[src/rtl/mem_axi_mm_initiator_pkg.sv]
// mem_axi_mm_initiator_pkg: shared state encoding, AXI constants and pattern function
package mem_axi_mm_initiator_pkg;
  typedef logic [2:0] t_init_state;
  localparam t_init_state ST_IDLE  = 3'd0;
  localparam t_init_state ST_WR_AW = 3'd1;
  localparam t_init_state ST_WR_W  = 3'd2;
  localparam t_init_state ST_WR_B  = 3'd3;
  localparam t_init_state ST_RD_AR = 3'd4;
  localparam t_init_state ST_RD_R  = 3'd5;
  localparam t_init_state ST_DONE  = 3'd6;
  localparam logic [1:0] AXI_BURST_INCR = 2'b01;
  localparam logic [1:0] AXI_RESP_OKAY  = 2'b00;
  function automatic logic [31:0] f_pattern(input logic [31:0] seed, input logic [31:0] k);
    return seed + k;
  endfunction
endpackage

[src/rtl/mem_axi_mm_initiator_if.sv]
// mem_axi_mm_initiator_if: AXI-MM bus between the initiator and the memory responder
interface mem_axi_mm_initiator_if #(
  parameter int ADDR_WIDTH = 32,
  parameter int DATA_WIDTH = 512,
  parameter int ID_WIDTH   = 9
) ();
  logic                    awvalid, awready;
  logic [ADDR_WIDTH-1:0]   awaddr;
  logic [7:0]              awlen;
  logic [2:0]              awsize;
  logic [1:0]              awburst;
  logic [ID_WIDTH-1:0]     awid;
  logic                    wvalid, wready, wlast;
  logic [DATA_WIDTH-1:0]   wdata;
  logic [DATA_WIDTH/8-1:0] wstrb;
  logic                    bvalid, bready;
  logic [1:0]              bresp;
  logic                    arvalid, arready;
  logic [ADDR_WIDTH-1:0]   araddr;
  logic [7:0]              arlen;
  logic [2:0]              arsize;
  logic [1:0]              arburst;
  logic [ID_WIDTH-1:0]     arid;
  logic                    rvalid, rready, rlast;
  logic [DATA_WIDTH-1:0]   rdata;
  logic [1:0]              rresp;
  modport master (
    output awvalid, awaddr, awlen, awsize, awburst, awid, wvalid, wdata, wstrb, wlast,
           bready, arvalid, araddr, arlen, arsize, arburst, arid, rready,
    input  awready, wready, bvalid, bresp, arready, rvalid, rdata, rresp, rlast
  );
  modport slave (
    input  awvalid, awaddr, awlen, awsize, awburst, awid, wvalid, wdata, wstrb, wlast,
           bready, arvalid, araddr, arlen, arsize, arburst, arid, rready,
    output awready, wready, bvalid, bresp, arready, rvalid, rdata, rresp, rlast
  );
endinterface

[src/rtl/mem_axi_mm_initiator_chk.sv]
// mem_axi_mm_initiator_chk: B/R response checker with saturating error count and first-error capture
module mem_axi_mm_initiator_chk
  import mem_axi_mm_initiator_pkg::*;
#(
  parameter int ADDR_WIDTH = 32,
  parameter int DATA_WIDTH = 512
) (
  input  logic                  clk,
  input  logic                  reset,
  input  logic                  clr,
  input  logic                  b_ev,
  input  logic [1:0]            bresp,
  input  logic                  r_ev,
  input  logic [1:0]            rresp,
  input  logic [DATA_WIDTH-1:0] rdata,
  input  logic                  rlast,
  input  logic [DATA_WIDTH-1:0] exp_data,
  input  logic                  last_beat,
  input  logic [ADDR_WIDTH-1:0] b_addr,
  input  logic [ADDR_WIDTH-1:0] r_addr,
  output logic [15:0]           err_count,
  output logic [ADDR_WIDTH-1:0] first_err_addr
);
  logic err;
  logic [ADDR_WIDTH-1:0] addr;
  // a beat failing several checks still counts once
  always_comb begin
    err = b_ev ? bresp != AXI_RESP_OKAY
               : r_ev & (rresp != AXI_RESP_OKAY | rdata != exp_data | rlast != last_beat);
    addr = b_ev ? b_addr : r_addr;
  end
  always_ff @(posedge clk or posedge reset)
    if (reset) begin
      err_count      <= '0;
      first_err_addr <= '0;
    end else if (clr) begin
      err_count      <= '0;
      first_err_addr <= '0;
    end else if (err) begin
      if (err_count == '0) first_err_addr <= addr;
      if (err_count != '1) err_count <= err_count + 16'd1;
    end
endmodule

[src/rtl/mem_axi_mm_initiator.sv]
// mem_axi_mm_initiator: pattern write/read-back memory self-test over INCR bursts, one transaction at a time
module mem_axi_mm_initiator
  import mem_axi_mm_initiator_pkg::*;
#(
  parameter int ADDR_WIDTH = 32,
  parameter int DATA_WIDTH = 512,
  parameter int ID_WIDTH   = 9,
  parameter int BURST_LEN  = 4
) (
  input  logic                  clk,
  input  logic                  reset,
  input  logic                  start,
  input  logic [ADDR_WIDTH-1:0] base_addr,
  input  logic [15:0]           num_bursts,
  input  logic [31:0]           seed,
  output logic                  busy,
  output logic                  done,
  output logic                  pass,
  output logic [15:0]           err_count,
  output logic [ADDR_WIDTH-1:0] first_err_addr,
  mem_axi_mm_initiator_if.master axi
);
  localparam logic [ADDR_WIDTH-1:0] BEAT_BYTES  = ADDR_WIDTH'(DATA_WIDTH/8);
  localparam logic [ADDR_WIDTH-1:0] BURST_BYTES = ADDR_WIDTH'(BURST_LEN*DATA_WIDTH/8);
  localparam logic [7:0] LEN_M1 = 8'(BURST_LEN-1);
  localparam logic [2:0] SIZE   = 3'($clog2(DATA_WIDTH/8));
  t_init_state st;
  logic [ADDR_WIDTH-1:0] base_q, baddr;
  logic [15:0] nb_q, bcnt;
  logic [31:0] seed_q, k;
  logic [7:0] beat;
  logic aw_v, w_v, ar_v, go, last_beat, last_burst;
  logic [DATA_WIDTH-1:0] pat;
  always_comb begin
    go         = start & (st == ST_IDLE | st == ST_DONE);
    last_beat  = beat == LEN_M1;
    last_burst = bcnt == nb_q - 16'd1;
    busy       = !(st == ST_IDLE | st == ST_DONE);
    done       = st == ST_DONE;
    pass       = done & err_count == '0;
    pat        = {(DATA_WIDTH/32){f_pattern(seed_q, k)}};
  end
  assign axi.awvalid = aw_v;
  assign axi.awaddr  = baddr;
  assign axi.awlen   = aw_v ? LEN_M1 : '0;
  assign axi.awsize  = aw_v ? SIZE : '0;
  assign axi.awburst = aw_v ? AXI_BURST_INCR : '0;
  assign axi.awid    = ID_WIDTH'(0);
  assign axi.wvalid  = w_v;
  assign axi.wdata   = pat;
  assign axi.wstrb   = '1;
  assign axi.wlast   = w_v & last_beat;
  assign axi.bready  = st == ST_WR_B;
  assign axi.arvalid = ar_v;
  assign axi.araddr  = baddr;
  assign axi.arlen   = ar_v ? LEN_M1 : '0;
  assign axi.arsize  = ar_v ? SIZE : '0;
  assign axi.arburst = ar_v ? AXI_BURST_INCR : '0;
  assign axi.arid    = ID_WIDTH'(0);
  assign axi.rready  = st == ST_RD_R;
  // k is the global beat index; it restarts at 0 for the read-back pass
  always_ff @(posedge clk or posedge reset)
    if (reset) begin
      st <= ST_IDLE;
      {base_q, baddr, nb_q, bcnt, seed_q, k, beat} <= '0;
      {aw_v, w_v, ar_v} <= '0;
    end else if (go) begin
      base_q <= base_addr;
      baddr  <= base_addr;
      nb_q   <= num_bursts;
      seed_q <= seed;
      bcnt   <= '0;
      beat   <= '0;
      k      <= '0;
      aw_v   <= num_bursts != '0;
      st     <= num_bursts == '0 ? ST_DONE : ST_WR_AW;
    end else
      case (st)
        ST_WR_AW: if (axi.awready) begin
          aw_v <= 1'b0;
          w_v  <= 1'b1;
          st   <= ST_WR_W;
        end
        ST_WR_W: if (axi.wready) begin
          k    <= k + 32'd1;
          beat <= last_beat ? '0 : beat + 8'd1;
          if (last_beat) begin
            w_v <= 1'b0;
            st  <= ST_WR_B;
          end
        end
        ST_WR_B: if (axi.bvalid) begin
          bcnt  <= last_burst ? '0 : bcnt + 16'd1;
          baddr <= last_burst ? base_q : baddr + BURST_BYTES;
          k     <= last_burst ? '0 : k;
          aw_v  <= !last_burst;
          ar_v  <= last_burst;
          st    <= last_burst ? ST_RD_AR : ST_WR_AW;
        end
        ST_RD_AR: if (axi.arready) begin
          ar_v <= 1'b0;
          st   <= ST_RD_R;
        end
        ST_RD_R: if (axi.rvalid) begin
          k    <= k + 32'd1;
          beat <= last_beat ? '0 : beat + 8'd1;
          if (last_beat) begin
            bcnt  <= bcnt + 16'd1;
            baddr <= baddr + BURST_BYTES;
            ar_v  <= !last_burst;
            st    <= last_burst ? ST_DONE : ST_RD_AR;
          end
        end
        default: ;
      endcase
  mem_axi_mm_initiator_chk #(.ADDR_WIDTH(ADDR_WIDTH), .DATA_WIDTH(DATA_WIDTH)) u_chk (
    .clk            (clk),
    .reset          (reset),
    .clr            (go),
    .b_ev           (axi.bvalid & axi.bready),
    .bresp          (axi.bresp),
    .r_ev           (axi.rvalid & axi.rready),
    .rresp          (axi.rresp),
    .rdata          (axi.rdata),
    .rlast          (axi.rlast),
    .exp_data       (pat),
    .last_beat      (last_beat),
    .b_addr         (baddr),
    .r_addr         (baddr + ADDR_WIDTH'(beat) * BEAT_BYTES),
    .err_count      (err_count),
    .first_err_addr (first_err_addr)
  );
endmodule
[src/flat_wrapper.sv]
// flat-port wrapper written by rule: the top's interface ports become plain ports
module mem_axi_mm_initiator_flat import mem_axi_mm_initiator_pkg::*;
#(
  parameter int ADDR_WIDTH = 32,
  parameter int DATA_WIDTH = 512,
  parameter int ID_WIDTH   = 9,
  parameter int BURST_LEN  = 4
)
  (clk, reset, start, base_addr, num_bursts, seed, busy, done, pass, err_count, first_err_addr, axi_awvalid, axi_awaddr, axi_awlen, axi_awsize, axi_awburst, axi_awid, axi_wvalid, axi_wdata, axi_wstrb, axi_wlast, axi_bready, axi_arvalid, axi_araddr, axi_arlen, axi_arsize, axi_arburst, axi_arid, axi_rready, axi_awready, axi_wready, axi_bvalid, axi_bresp, axi_arready, axi_rvalid, axi_rdata, axi_rresp, axi_rlast);
  mem_axi_mm_initiator_if #(.ADDR_WIDTH(ADDR_WIDTH), .DATA_WIDTH(DATA_WIDTH), .ID_WIDTH(ID_WIDTH)) axi_i ();
  input  logic clk;
  input  logic reset;
  input  logic start;
  input  logic [ADDR_WIDTH-1:0] base_addr;
  input  logic [15:0] num_bursts;
  input  logic [31:0] seed;
  output logic busy;
  output logic done;
  output logic pass;
  output logic [15:0] err_count;
  output logic [ADDR_WIDTH-1:0] first_err_addr;
  output wire logic [$bits(axi_i.awvalid)-1:0] axi_awvalid;
  output wire logic [$bits(axi_i.awaddr)-1:0] axi_awaddr;
  output wire logic [$bits(axi_i.awlen)-1:0] axi_awlen;
  output wire logic [$bits(axi_i.awsize)-1:0] axi_awsize;
  output wire logic [$bits(axi_i.awburst)-1:0] axi_awburst;
  output wire logic [$bits(axi_i.awid)-1:0] axi_awid;
  output wire logic [$bits(axi_i.wvalid)-1:0] axi_wvalid;
  output wire logic [$bits(axi_i.wdata)-1:0] axi_wdata;
  output wire logic [$bits(axi_i.wstrb)-1:0] axi_wstrb;
  output wire logic [$bits(axi_i.wlast)-1:0] axi_wlast;
  output wire logic [$bits(axi_i.bready)-1:0] axi_bready;
  output wire logic [$bits(axi_i.arvalid)-1:0] axi_arvalid;
  output wire logic [$bits(axi_i.araddr)-1:0] axi_araddr;
  output wire logic [$bits(axi_i.arlen)-1:0] axi_arlen;
  output wire logic [$bits(axi_i.arsize)-1:0] axi_arsize;
  output wire logic [$bits(axi_i.arburst)-1:0] axi_arburst;
  output wire logic [$bits(axi_i.arid)-1:0] axi_arid;
  output wire logic [$bits(axi_i.rready)-1:0] axi_rready;
  input wire logic [$bits(axi_i.awready)-1:0] axi_awready;
  input wire logic [$bits(axi_i.wready)-1:0] axi_wready;
  input wire logic [$bits(axi_i.bvalid)-1:0] axi_bvalid;
  input wire logic [$bits(axi_i.bresp)-1:0] axi_bresp;
  input wire logic [$bits(axi_i.arready)-1:0] axi_arready;
  input wire logic [$bits(axi_i.rvalid)-1:0] axi_rvalid;
  input wire logic [$bits(axi_i.rdata)-1:0] axi_rdata;
  input wire logic [$bits(axi_i.rresp)-1:0] axi_rresp;
  input wire logic [$bits(axi_i.rlast)-1:0] axi_rlast;
  assign axi_awvalid = axi_i.awvalid;
  assign axi_awaddr = axi_i.awaddr;
  assign axi_awlen = axi_i.awlen;
  assign axi_awsize = axi_i.awsize;
  assign axi_awburst = axi_i.awburst;
  assign axi_awid = axi_i.awid;
  assign axi_wvalid = axi_i.wvalid;
  assign axi_wdata = axi_i.wdata;
  assign axi_wstrb = axi_i.wstrb;
  assign axi_wlast = axi_i.wlast;
  assign axi_bready = axi_i.bready;
  assign axi_arvalid = axi_i.arvalid;
  assign axi_araddr = axi_i.araddr;
  assign axi_arlen = axi_i.arlen;
  assign axi_arsize = axi_i.arsize;
  assign axi_arburst = axi_i.arburst;
  assign axi_arid = axi_i.arid;
  assign axi_rready = axi_i.rready;
  assign axi_i.awready = axi_awready;
  assign axi_i.wready = axi_wready;
  assign axi_i.bvalid = axi_bvalid;
  assign axi_i.bresp = axi_bresp;
  assign axi_i.arready = axi_arready;
  assign axi_i.rvalid = axi_rvalid;
  assign axi_i.rdata = axi_rdata;
  assign axi_i.rresp = axi_rresp;
  assign axi_i.rlast = axi_rlast;
  mem_axi_mm_initiator #(.ADDR_WIDTH(ADDR_WIDTH), .DATA_WIDTH(DATA_WIDTH), .ID_WIDTH(ID_WIDTH), .BURST_LEN(BURST_LEN)) u_core (.clk(clk), .reset(reset), .start(start), .base_addr(base_addr), .num_bursts(num_bursts), .seed(seed), .busy(busy), .done(done), .pass(pass), .err_count(err_count), .first_err_addr(first_err_addr), .axi(axi_i));
endmodule
[config.mk]
export PLATFORM = sky130hd
export DESIGN_NAME = mem_axi_mm_initiator_flat
export DESIGN_NICKNAME = d
export VERILOG_FILES = /design/src/rtl/mem_axi_mm_initiator_pkg.sv /design/src/rtl/mem_axi_mm_initiator_if.sv /design/src/rtl/mem_axi_mm_initiator_chk.sv /design/src/rtl/mem_axi_mm_initiator.sv /design/src/flat_wrapper.sv
export SDC_FILE = /design/constraint.sdc
export NUM_CORES = 1
export LEC_CHECK = 0
export ABC_AREA = 1
export BUFFER_PORTS_ARGS = -buffer_cell sky130_fd_sc_hd__buf_4
export CORE_AREA = 2 2 528 530
export CTS_CLUSTER_DIAMETER = 100
export DETAILED_ROUTE_END_ITERATION = 12
export DIE_AREA = 0 0 530 532
export PLACE_DENSITY = 0.36
export REMOVE_ABC_BUFFERS = 1
export SYNTH_ARGS = -nofsm -noshare
export SYNTH_HDL_FRONTEND = slang
export SYNTH_HIERARCHICAL = 1
export SYNTH_SLANG_ARGS = --single-unit
[constraint.sdc]
create_clock -name clk -period 5.6 [get_ports clk]
set_input_delay 0 -clock clk [delete_from_list [all_inputs] [get_ports clk]]
set_output_delay 0 -clock clk [all_outputs]
set_load 0.1 [all_outputs]
==> impl_metrics.tcl, run 1 <==
set metrics [dict create \
    clock_latency_ps 600 \
    areaGrowthSynthToFinish_pct 49.8 \
    num_vias 30500 \
    cts_made_buffers 30 \
    arrival_ps 5770 \
    cts.sinks 222 \
    synth_ff_type "dfrtp_1" \
    grt_max_degree 106 \
    port_buffers 1247 \
    cts.htree.levels 1 \
    final-max-slew-violation-count 0 \
    routed_via_density 3.32 \
    crit_required_ps 6120 \
    fill_cells 32100 \
    gp_routability_congestion 0.894 \
    status "finished, final reports clean" \
    cp_common_cell "nand2_1" \
    synth_area_mm2 0.0276 \
    synth_seq_cells 222 \
    fp.dieH_um 532 \
    place_inst 9007 \
    critPathMaxStageDelay_ps 380 \
    final.period_utilization_pct 93.8 \
    pin_count 1346 \
    grt_antenna_before_repair 38 \
    fmax_mhz 190 \
    yosysTopAreaCellShare_pct 20.2 \
    grt_pass1_vias 30000 \
    path_max_fanout 27 \
    final_antenna_net_count 0 \
    worst_pin_slew_ps 1070 \
    wl_per_cell_um 19.9 \
    dr.pass1.iters 5 \
    synthTopCellsByArea "dfrtp_1, nand2_1, buf_4" \
    totalWireLength_um 183000 \
    maxCapViolations 0 \
    cp_slowest_cell "dfrtp_1" \
    ys_async_sr_fraction_pct 100 \
    multi_input_area_mm2 0.0156 \
    core_mm2 0.276 \
    startpoint_type "flip-flop" \
    skew_ps 27.9 \
    grt_pass1_wl_um 242000 \
    clock-root-buffer "clkbuf_16" \
    clk_pin_slew_worst_paths_ps 60 \
    maxSlewHeadroom_pct 28.3 \
    drive_above_1_share_pct 29.3 \
    hp-class "in -> async" \
    drc 0 \
    synth.most_common_cell "nand2_1" \
    period_needed_ps 5250 \
    layout.nets 6108 \
    synth.largest_area_cell "dfrtp_1" \
    final_area_mm2 0.0413 \
    hpwl_um 151000 \
    rows 193 \
    fp.dieW_um 530 \
    syn_inst 4504 \
    synth_cell_type_count 55 \
    grt_use_total_pct 12.1 \
    ys_seq_area_share_pct 20.2 \
    seqCellArea_mm2 0.00556 \
    syn_avg_cell_area_um2 6.12 \
    synth_warnings 6 \
    drtIter0Drc 1593 \
    worstSetupPathType "reg -> reg" \
    grt_overflow 0 \
    end_kind "flip-flop" \
    cts_tree "done" \
    finalHoldViolations 0 \
    place_area_mm2 0.0388 \
    final_cells 9192 \
    cts_buffer_depth 3 \
    dieArea_mm2 0.282 \
    setup_violations 0 \
    synth-edff-count 0 \
    start_util_pct 10.0 \
    synthTopCellsByCount "nand2_1, buf_4, inv_1" \
]
[flip-flops by register name, indices dropped and copies added, names as in the netlist]
register,flops
u_core/u_chk/first_err_addr,32
u_core/nb_q,16
u_core/axi.awvalid,1
u_core/u_chk/err_count,16
u_core/seed_q,32
u_core/st,3
u_core/base_q,32
u_core/bcnt,16
u_core/k,32
u_core/axi.arvalid,1
u_core/axi.wvalid,1
u_core/axi.araddr,32
u_core/beat,8
[cell families (layout without fill, tap and decap cells)]
| logic type | count (synthesis) | after routing | synth area share [%] |
|---|---|---|---|
| other cells | 2 | 108 | 0.0272 |
| xor+xnor | 337 | 338 | 10.7 |
| fa+ha+maj | 49 | 49 | 2.28 |
| compound gates | 389 | 389 | 7.53 |
| simple gates | 2198 | 2198 | 32.8 |
| flops | 222 | 222 | 20.2 |
| buf+inv | 1307 | 2183 | 26.5 |
[cells in the final DEF, fill, tap and decap left out, types with 6 or more instances in the layout]
cell,n
o22ai_1,23
a21oi_1,104
xor2_1,118
nor2_2,10
clkbuf_16,33
xor2_4,16
buf_4,1370
nor2_1,485
nor4_1,14
clkbuf_8,7
a21o_1,6
dfrtp_1,222
inv_1,587
diode_2,10
nor2_4,9
ha_1,39
nand2_1,1310
inv_2,23
ha_2,7
conb_1,98
nor3_1,47
nand4_1,73
buf_12,31
or2_2,27
o21ai_0,173
nand3b_1,6
xnor2_2,10
xnor2_1,193
o21ai_1,44
nand2_2,16
nand3_1,173
dlygate4sd3_1,105
[repair_timing]
item                                    CTS  global route
setup buffers                             0            10
gates cloned                              0             4
gates resized for setup                  17            24
endpoints found under the setup margin   48            48
hold buffers                            105             0
endpoints found under the hold margin   233             0
pin swaps                                 0             5
[worst max-delay path: cells and delay by family, from the launching register on]
family,cells,cell delay [ps]
buf+inv,6,1030
compound gates,6,1240
xor+xnor,1,200
fa+ha+maj,1,350
simple gates,15,1840
flops,1,380
[path summary, 6_finish.rpt]
kind,startpoint,endpoint,slack [ps],cells past startpoint
setup / recovery,u_core/seed_q[3]$_DFFE_PP0P_,u_core/u_chk/first_err_addr[12]$_DFFE_PP0P_,350,29
hold / removal,reset,u_core/axi.araddr[5]$_DFFE_PP0P_,50,3
setup reg to reg,u_core/seed_q[3]$_DFFE_PP0P_,u_core/u_chk/first_err_addr[12]$_DFFE_PP0P_,350,29
hold reg to reg,u_core/base_q[6]$_DFFE_PP0P_,u_core/base_q[6]$_DFFE_PP0P_,470,2
max in group asynchronous,reset,u_core/seed_q[11]$_DFFE_PP0P_,4380,4
min in group clk,axi_bvalid,u_core/axi.arvalid$_DFFE_PP0P_,50,6
[stage by stage]
stage | setup WS [ps] | TNS (ps) | utilization [%] | hold slack [ps]
3_3_place_gp | -881 | -41630 | 14.1 | 178
6_report | 347 | 0 | 15.0 | 49.8
5_1_grt | -22.1 | -59.0 | 15.0 | 91.7
2_1_floorplan | -25980 | -9848580 | - | 110
3_5_place_dp | -843 | -39550 | 14.1 | 171
4_1_cts | 28.4 | 0 | 14.9 | 40.5
[metal layers]
metal	GRT usage, %	wire [um]	vias up
met5	0	199	-
met4	5.39	9120	32
met3	2.01	10100	209
met2	22.6	93400	1038
met1	13.2	69600	14200
li1	-	-	15100
[area by class of cell]
class / instances / area share [%]
multi-input combinational: 3072 / 37.8
clock inverter: 14 / 0.536
timing repair buffer: 1513 / 29.2
tap: 3705 / 11.2
inverter: 615 / 5.61
antenna: 10 / 0.0606
clock buffer: 41 / 2.06
sequential: 222 / 13.5
Power of run 1 is left out: the tool's default activity adds up to more than one toggle a clock period on the data nets, which glitch-free logic cannot reach.
==> run 2, diff against run 1 <==
--- a/config.mk
+++ b/config.mk
@@ -7,10 +7,10 @@
 export LEC_CHECK = 0
 export ABC_AREA = 1
 export BUFFER_PORTS_ARGS = -buffer_cell sky130_fd_sc_hd__buf_4
-export CORE_AREA = 2 2 528 530
+export CORE_AREA = 2 2 522 524
 export CTS_CLUSTER_DIAMETER = 100
 export DETAILED_ROUTE_END_ITERATION = 12
-export DIE_AREA = 0 0 530 532
+export DIE_AREA = 0 0 524 526
 export PLACE_DENSITY = 0.36
 export REMOVE_ABC_BUFFERS = 1
 export SYNTH_ARGS = -nofsm -noshare
==> run 2 against run 1 <==
Effect of this change: sequential share of layout area increased by 0.18 points; cell count decreased by 1.7%; via count decreased by 0.40%; maximum frequency decreased by 1.1%; global-route usage increased by 0.078 points; non-clock buffer count decreased by 21; hold slack got worse by 12 ps; flip-flop and latch count unchanged; utilization increased by 0.13 points; die area decreased by 2.2%; critical path type unchanged; largest cell class unchanged; highest routed layer unchanged.
==> impl_metrics.tcl, run 2 (synthesis gave the netlist of run 1 again) <==
set metrics [dict create \
    highest_layer "met5" \
    clock-root-buffer "clkbuf_16" \
    clk_pin_slew_worst_paths_ps 60 \
    pin_count 1346 \
    dieArea_mm2 0.276 \
    rsz0062_at_grt "false" \
    cts_made_buffers 29 \
    rows 191 \
    hold-worst-slack_ps 37.3 \
    final_antenna_net_count 0 \
    period_needed_ps 5310 \
    layout_commonest_cell "buf_4" \
    fill_cells 31300 \
    totalWireLength_um 179000 \
    cts.htree.levels 1 \
    crit_end "u_core/u_chk/err_count[8]$_DFFE_PP0P_" \
    cts.sinks 222 \
    grt_pass1_vias 29700 \
    cp_slowest_cell "ha_1" \
    dr.pass1.iters 6 \
    r2r-start "u_core/k[10]$_DFFE_PP0P_" \
    fp.dieW_um 524 \
    wl_per_cell_um 19.8 \
    port_buffers 1247 \
    hpwl_um 150000 \
    final-max-slew-violation-count 0 \
    final_cells 9032 \
    seqCellArea_mm2 0.00556 \
    finalHoldViolations 0 \
    start_util_pct 10.2 \
    drc 0 \
    rrSetupSlack_ps 290 \
    maxSlewHeadroom_pct 23.3 \
    core_mm2 0.270 \
    routed_via_density 3.36 \
    multi_input_area_mm2 0.0155 \
    final.period_utilization_pct 94.9 \
    cts_buffer_depth 3 \
    maxCapViolations 0 \
    skew_ps 16.2 \
    setup_violations 0 \
    worstSetupPathType "reg -> reg" \
    gp_routability_congestion 0.890 \
    place_inst 8880 \
    arrival_ps 5830 \
    end_kind "flip-flop" \
    dr_wl_met2_um 93300 \
    crit_required_ps 6120 \
    rr_worst_depth 31 \
    grt_max_degree 111 \
    path_max_fanout 31 \
    cp_common_cell "nand2_1" \
    final_cell_mix "buf_4, nand2_1, inv_1" \
    drive_above_1_share_pct 29.0 \
    worst_pin_slew_ps 1150 \
    status "finished, final reports clean" \
    layout.nets 6085 \
    startpoint_type "flip-flop" \
    hp-class "in -> reg" \
    drt-met1-wl_um 67400 \
    grt_use_total_pct 12.2 \
    num_vias 30400 \
    met3_length_um 10900 \
    fp.dieH_um 526 \
    drtIter0Drc 1914 \
    fmax_mhz 188 \
    grt_overflow 0 \
    grt_pass1_wl_um 238000 \
    crit_start "u_core/k[10]$_DFFE_PP0P_" \
    grt_antenna_before_repair 32 \
    worstReg2RegEnd "u_core/u_chk/err_count[8]$_DFFE_PP0P_" \
    clock_latency_ps 580 \
    areaGrowthSynthToFinish_pct 47.9 \
    cts_tree "done" \
    critPathMaxStageDelay_ps 540 \
    holdPathStages 4 \
]
-- run 2: through the flow --
step | setup WS, ps | TNS [ps] | cell area (um^2) | util [%]
after floorplan | -25980 | -9848580 | 22900 | -
after CTS | 22.5 | 0 | 40600 | 15.0
final | 288 | 0 | 40800 | 15.1
after detailed placement | -84.1 | -2280 | 38700 | 14.4
after global placement | -0.428 | -0.428 | 38700 | 14.4
after global routing | 8.13 | 0 | 40800 | 15.1
-- run 2: final cells by class --
class | count | area share (%)
antenna | 11 | 0.0675
clock buffer | 45 | 2.12
clock inverter | 6 | 0.273
inverter | 615 | 5.68
multi-input combinational | 3071 | 38.1
sequential | 222 | 13.6
tap | 3570 | 11.0
timing repair buffer | 1492 | 29.1
-- run 2: worst min-delay path by stage --
stage	start	to	slack (ps)
after detailed placement	reset	u_core/k[29]$_DFFE_PP0P_	200
after global placement	reset	u_core/seed_q[11]$_DFFE_PP0P_	190
after global routing	start	u_core/nb_q[12]$_DFFE_PP0P_	70
final	start	u_core/nb_q[6]$_DFFE_PP0P_	40
after CTS	start	u_core/nb_q[6]$_DFFE_PP0P_	2
after floorplan	base_addr[10]	u_core/base_q[10]$_DFFE_PP0P_	110
-- run 2: what timing repair did --
| item | CTS | global route |
|---|---|---|
| endpoints found under the hold margin | 228 | 0 |
| endpoints found under the setup margin | 48 | 48 |
| pin swaps | 0 | 2 |
| setup buffers | 0 | 3 |
| hold buffers | 87 | 0 |
| cloned | 0 | 1 |
| gates resized for setup | 3 | 25 |
-- run 2: per-layer routing --
metal	global-route usage, %	up-vias
li1	-	15000
met1	13.3	14100
met2	22.9	1081
met3	2.13	173
met4	4.73	22
met5	0	-
-- run 2: critical path, delay by kind of cell, from the launching register on --
family,cells,cell delay (ps)
and+or+nand+nor,19,2070
buffers and inverters,6,950
AOI/OAI and AO/OA,3,640
adders and majority gates,1,540
xor gates and xnor gates,2,520
DFF,1,460
Power of run 2 is left out for the same reason.
==> run 3, diff against run 2 <==
--- a/config.mk
+++ b/config.mk
@@ -7,13 +7,13 @@
 export LEC_CHECK = 0
 export ABC_AREA = 1
 export BUFFER_PORTS_ARGS = -buffer_cell sky130_fd_sc_hd__buf_4
-export CORE_AREA = 2 2 522 524
+export CORE_AREA = 2 2 521 523
 export CTS_CLUSTER_DIAMETER = 100
 export DETAILED_ROUTE_END_ITERATION = 12
-export DIE_AREA = 0 0 524 526
+export DIE_AREA = 0 0 523 525
 export PLACE_DENSITY = 0.36
+export RECOVER_POWER = 25
 export REMOVE_ABC_BUFFERS = 1
 export SYNTH_ARGS = -nofsm -noshare
 export SYNTH_HDL_FRONTEND = slang
-export SYNTH_HIERARCHICAL = 1
 export SYNTH_SLANG_ARGS = --single-unit
==> run 3 against run 2 <==
Effect of this change: die area fell by 0.38%; wire length fell by 1.5%; register-to-register slack improved by 120 ps; setup slack improved by 120 ps; non-clock buffer count fell by 44; area after synthesis fell by 0.42%; via count rose by 3.0%; critical path depth fell by 1; first-iteration DRC count fell by 5.2%; the run now ends with capacitance limit, slew limit left; synthesized cell count rose by 5.1%; hold slack improved by 70 ps.
==> impl_metrics.tcl, run 3 <==
set metrics [dict create \
    cts.sinks 222 \
    layout.nets 6244 \
    ys_seq_area_share_pct 20.2 \
    end_kind "flip-flop" \
    hpwl_um 150000 \
    fmax_mhz 193 \
    dr_wl_met2_um 81000 \
    synth-edff-count 0 \
    drt-met1-wl_um 79400 \
    num_vias 31300 \
    crit_end "u_core.u_chk.first_err_addr[26]$_DFFE_PP0P_" \
    crit_required_ps 6130 \
    syn_avg_cell_area_um2 5.80 \
    rsz0062_at_grt "false" \
    setup_violations 0 \
    layout_commonest_cell "nand2_1" \
    worst_pin_slew_ps 2930 \
    yosysTopAreaCellShare_pct 24.3 \
    cts.htree.levels 1 \
    gp_routability_congestion 0.886 \
    rrSetupSlack_ps 410 \
    dieArea_mm2 0.275 \
    synth_area_mm2 0.0275 \
    clk_pin_slew_worst_paths_ps 60 \
    final_cell_mix "nand2_1, buf_4, inv_1" \
    drc 0 \
    dr.pass1.iters 5 \
    grt_pass1_wl_um 238000 \
    routed_via_density 3.40 \
    met3_length_um 12300 \
    clock_latency_ps 640 \
    maxSlewHeadroom_pct -95.3 \
    synth.most_common_cell "nand2_1" \
    cts_buffer_depth 3 \
    pin_count 1346 \
    worstSetupPathType "reg -> reg" \
    seqCellArea_mm2 0.00556 \
    final_antenna_net_count 0 \
    rr_worst_depth 30 \
    status "complete, but fails checks" \
    fp.dieH_um 525 \
    r2r-start "u_core.k[0]$_DFFE_PP0P_" \
    syn_inst 4734 \
    drive_above_1_share_pct 25.3 \
    clock-root-buffer "clkbuf_16" \
    synth_warnings 0 \
    areaGrowthSynthToFinish_pct 42.5 \
    ys_async_sr_fraction_pct 100 \
    grt_pass1_vias 29600 \
    grt_use_total_pct 12.1 \
    critPathMaxStageDelay_ps 450 \
    rows 191 \
    hold-worst-slack_ps 108 \
    cp_common_cell "nand2_1" \
    maxCapViolations 3 \
    multi_input_area_mm2 0.0150 \
    cts_made_buffers 30 \
    grt_overflow 0 \
    worstReg2RegEnd "u_core.u_chk.first_err_addr[26]$_DFFE_PP0P_" \
    fill_cells 31500 \
    highest_layer "met5" \
    finalHoldViolations 0 \
    core_mm2 0.269 \
    final.period_utilization_pct 92.7 \
    skew_ps 72.0 \
    synth_ff_type "dfrtp_1" \
    crit_start "u_core.k[0]$_DFFE_PP0P_" \
    arrival_ps 5720 \
    violations "capacitance limit, slew limit" \
    path_max_fanout 16 \
    synth.largest_area_cell "nand2_1" \
    grt_max_degree 113 \
    totalWireLength_um 176000 \
    final-max-slew-violation-count 226 \
    synth_cell_type_count 56 \
    period_needed_ps 5190 \
    hp-class "in -> reg" \
    synthTopCellsByArea "nand2_1, dfrtp_1, buf_4" \
    cp_slowest_cell "nand2_2" \
    start_util_pct 10.2 \
    drtIter0Drc 1814 \
    synth_seq_cells 222 \
    port_buffers 1247 \
    synthTopCellsByCount "nand2_1, buf_4, inv_1" \
    cts_tree "done" \
    grt_antenna_before_repair 74 \
    startpoint_type "flip-flop" \
    fp.dieW_um 523 \
    wl_per_cell_um 19.2 \
]
[run 3: changes by cell type after synthesis, sizes merged, moves of 10 or more]
cell,change
nor2,-54
o211ai,+24
buf,+15
o21ai,-51
clkbuf,+12
inv,-38
nand2,+491
nor4,+10
nand4,-22
a21oi,-39
xor2,-64
xnor2,-190
nand3,+115
[run 3: area by class of cell]
class | instances | share of cell area, %
well taps | 3570 | 11.4
repair buffers | 1448 | 27.8
flip-flops and latches | 222 | 14.2
multi-input cells | 3312 | 38.3
diodes | 14 | 0.0895
inverters | 577 | 5.55
clock inverters | 14 | 0.409
clock buffers | 42 | 2.21
[run 3: layer usage]
metal	vias to the layer above	GRT usage (%)
met5	-	0
met3	191	2.84
met4	70	2.09
li1	15700	-
met2	1073	20.2
met1	14300	16.0
[run 3: worst min-delay path by stage]
stage	from	end	cells past startpoint
floorplan	num_bursts[10]	u_core.nb_q[10]$_DFFE_PP0P_	2
global placement	seed[25]	u_core.seed_q[25]$_DFFE_PP0P_	3
detailed placement	seed[11]	u_core.seed_q[11]$_DFFE_PP0P_	3
CTS	axi_wready	u_core.st[2]$_DFFE_PP0P_	7
global route	base_addr[15]	u_core.base_q[15]$_DFFE_PP0P_	4
finish	axi_wready	u_core.st[0]$_DFFE_PP0P_	6
[run 3: timing repair]
| item | in CTS | in global routing |
|---|---|---|
| endpoints found under the setup margin | 0 | 45 |
| buffers inserted | 0 | 0 |
| hold endpoints to repair | 229 | 0 |
| gates resized for setup | 0 | 11 |
| hold buffers | 114 | 0 |
[run 3: logic make-up (layout without fill, tap and decap cells)]
logic type,after synthesis,count (layout),share of synthesized area [%]
adders and majority gates,48,48,2.24
DFF,222,222,20.2
xor gates and xnor gates,83,83,2.65
buffers and inverters,1296,2081,26.8
AOI/OAI and AO/OA,330,330,6.82
other,2,112,0.0274
and+or+nand+nor,2753,2753,41.2
[run 3: worst max-delay path: cells and delay by family (launching register included)]
family        cells  cell delay, ps
simple gates     24            3380
fa+ha+maj         2             660
buf+inv           4             610
flops             1             380
[run 3: metrics by stage]
step | setup TNS [ps] | util (%) | instances | setup slack (ps) | cell area [um^2]
after floorplan | -3355160 | - | 4111 | -9530 | 22600
after global placement | 0 | 13.8 | 9015 | 170 | 37200
after detailed placement | 0 | 13.8 | 9015 | 177 | 37200
after CTS | 0 | 14.6 | 9185 | 97.5 | 39400
after global routing | 0 | 14.5 | 9189 | 3.73 | 39100
final | 0 | 14.5 | 9199 | 411 | 39100
Power of run 3 is left out for the same reason.
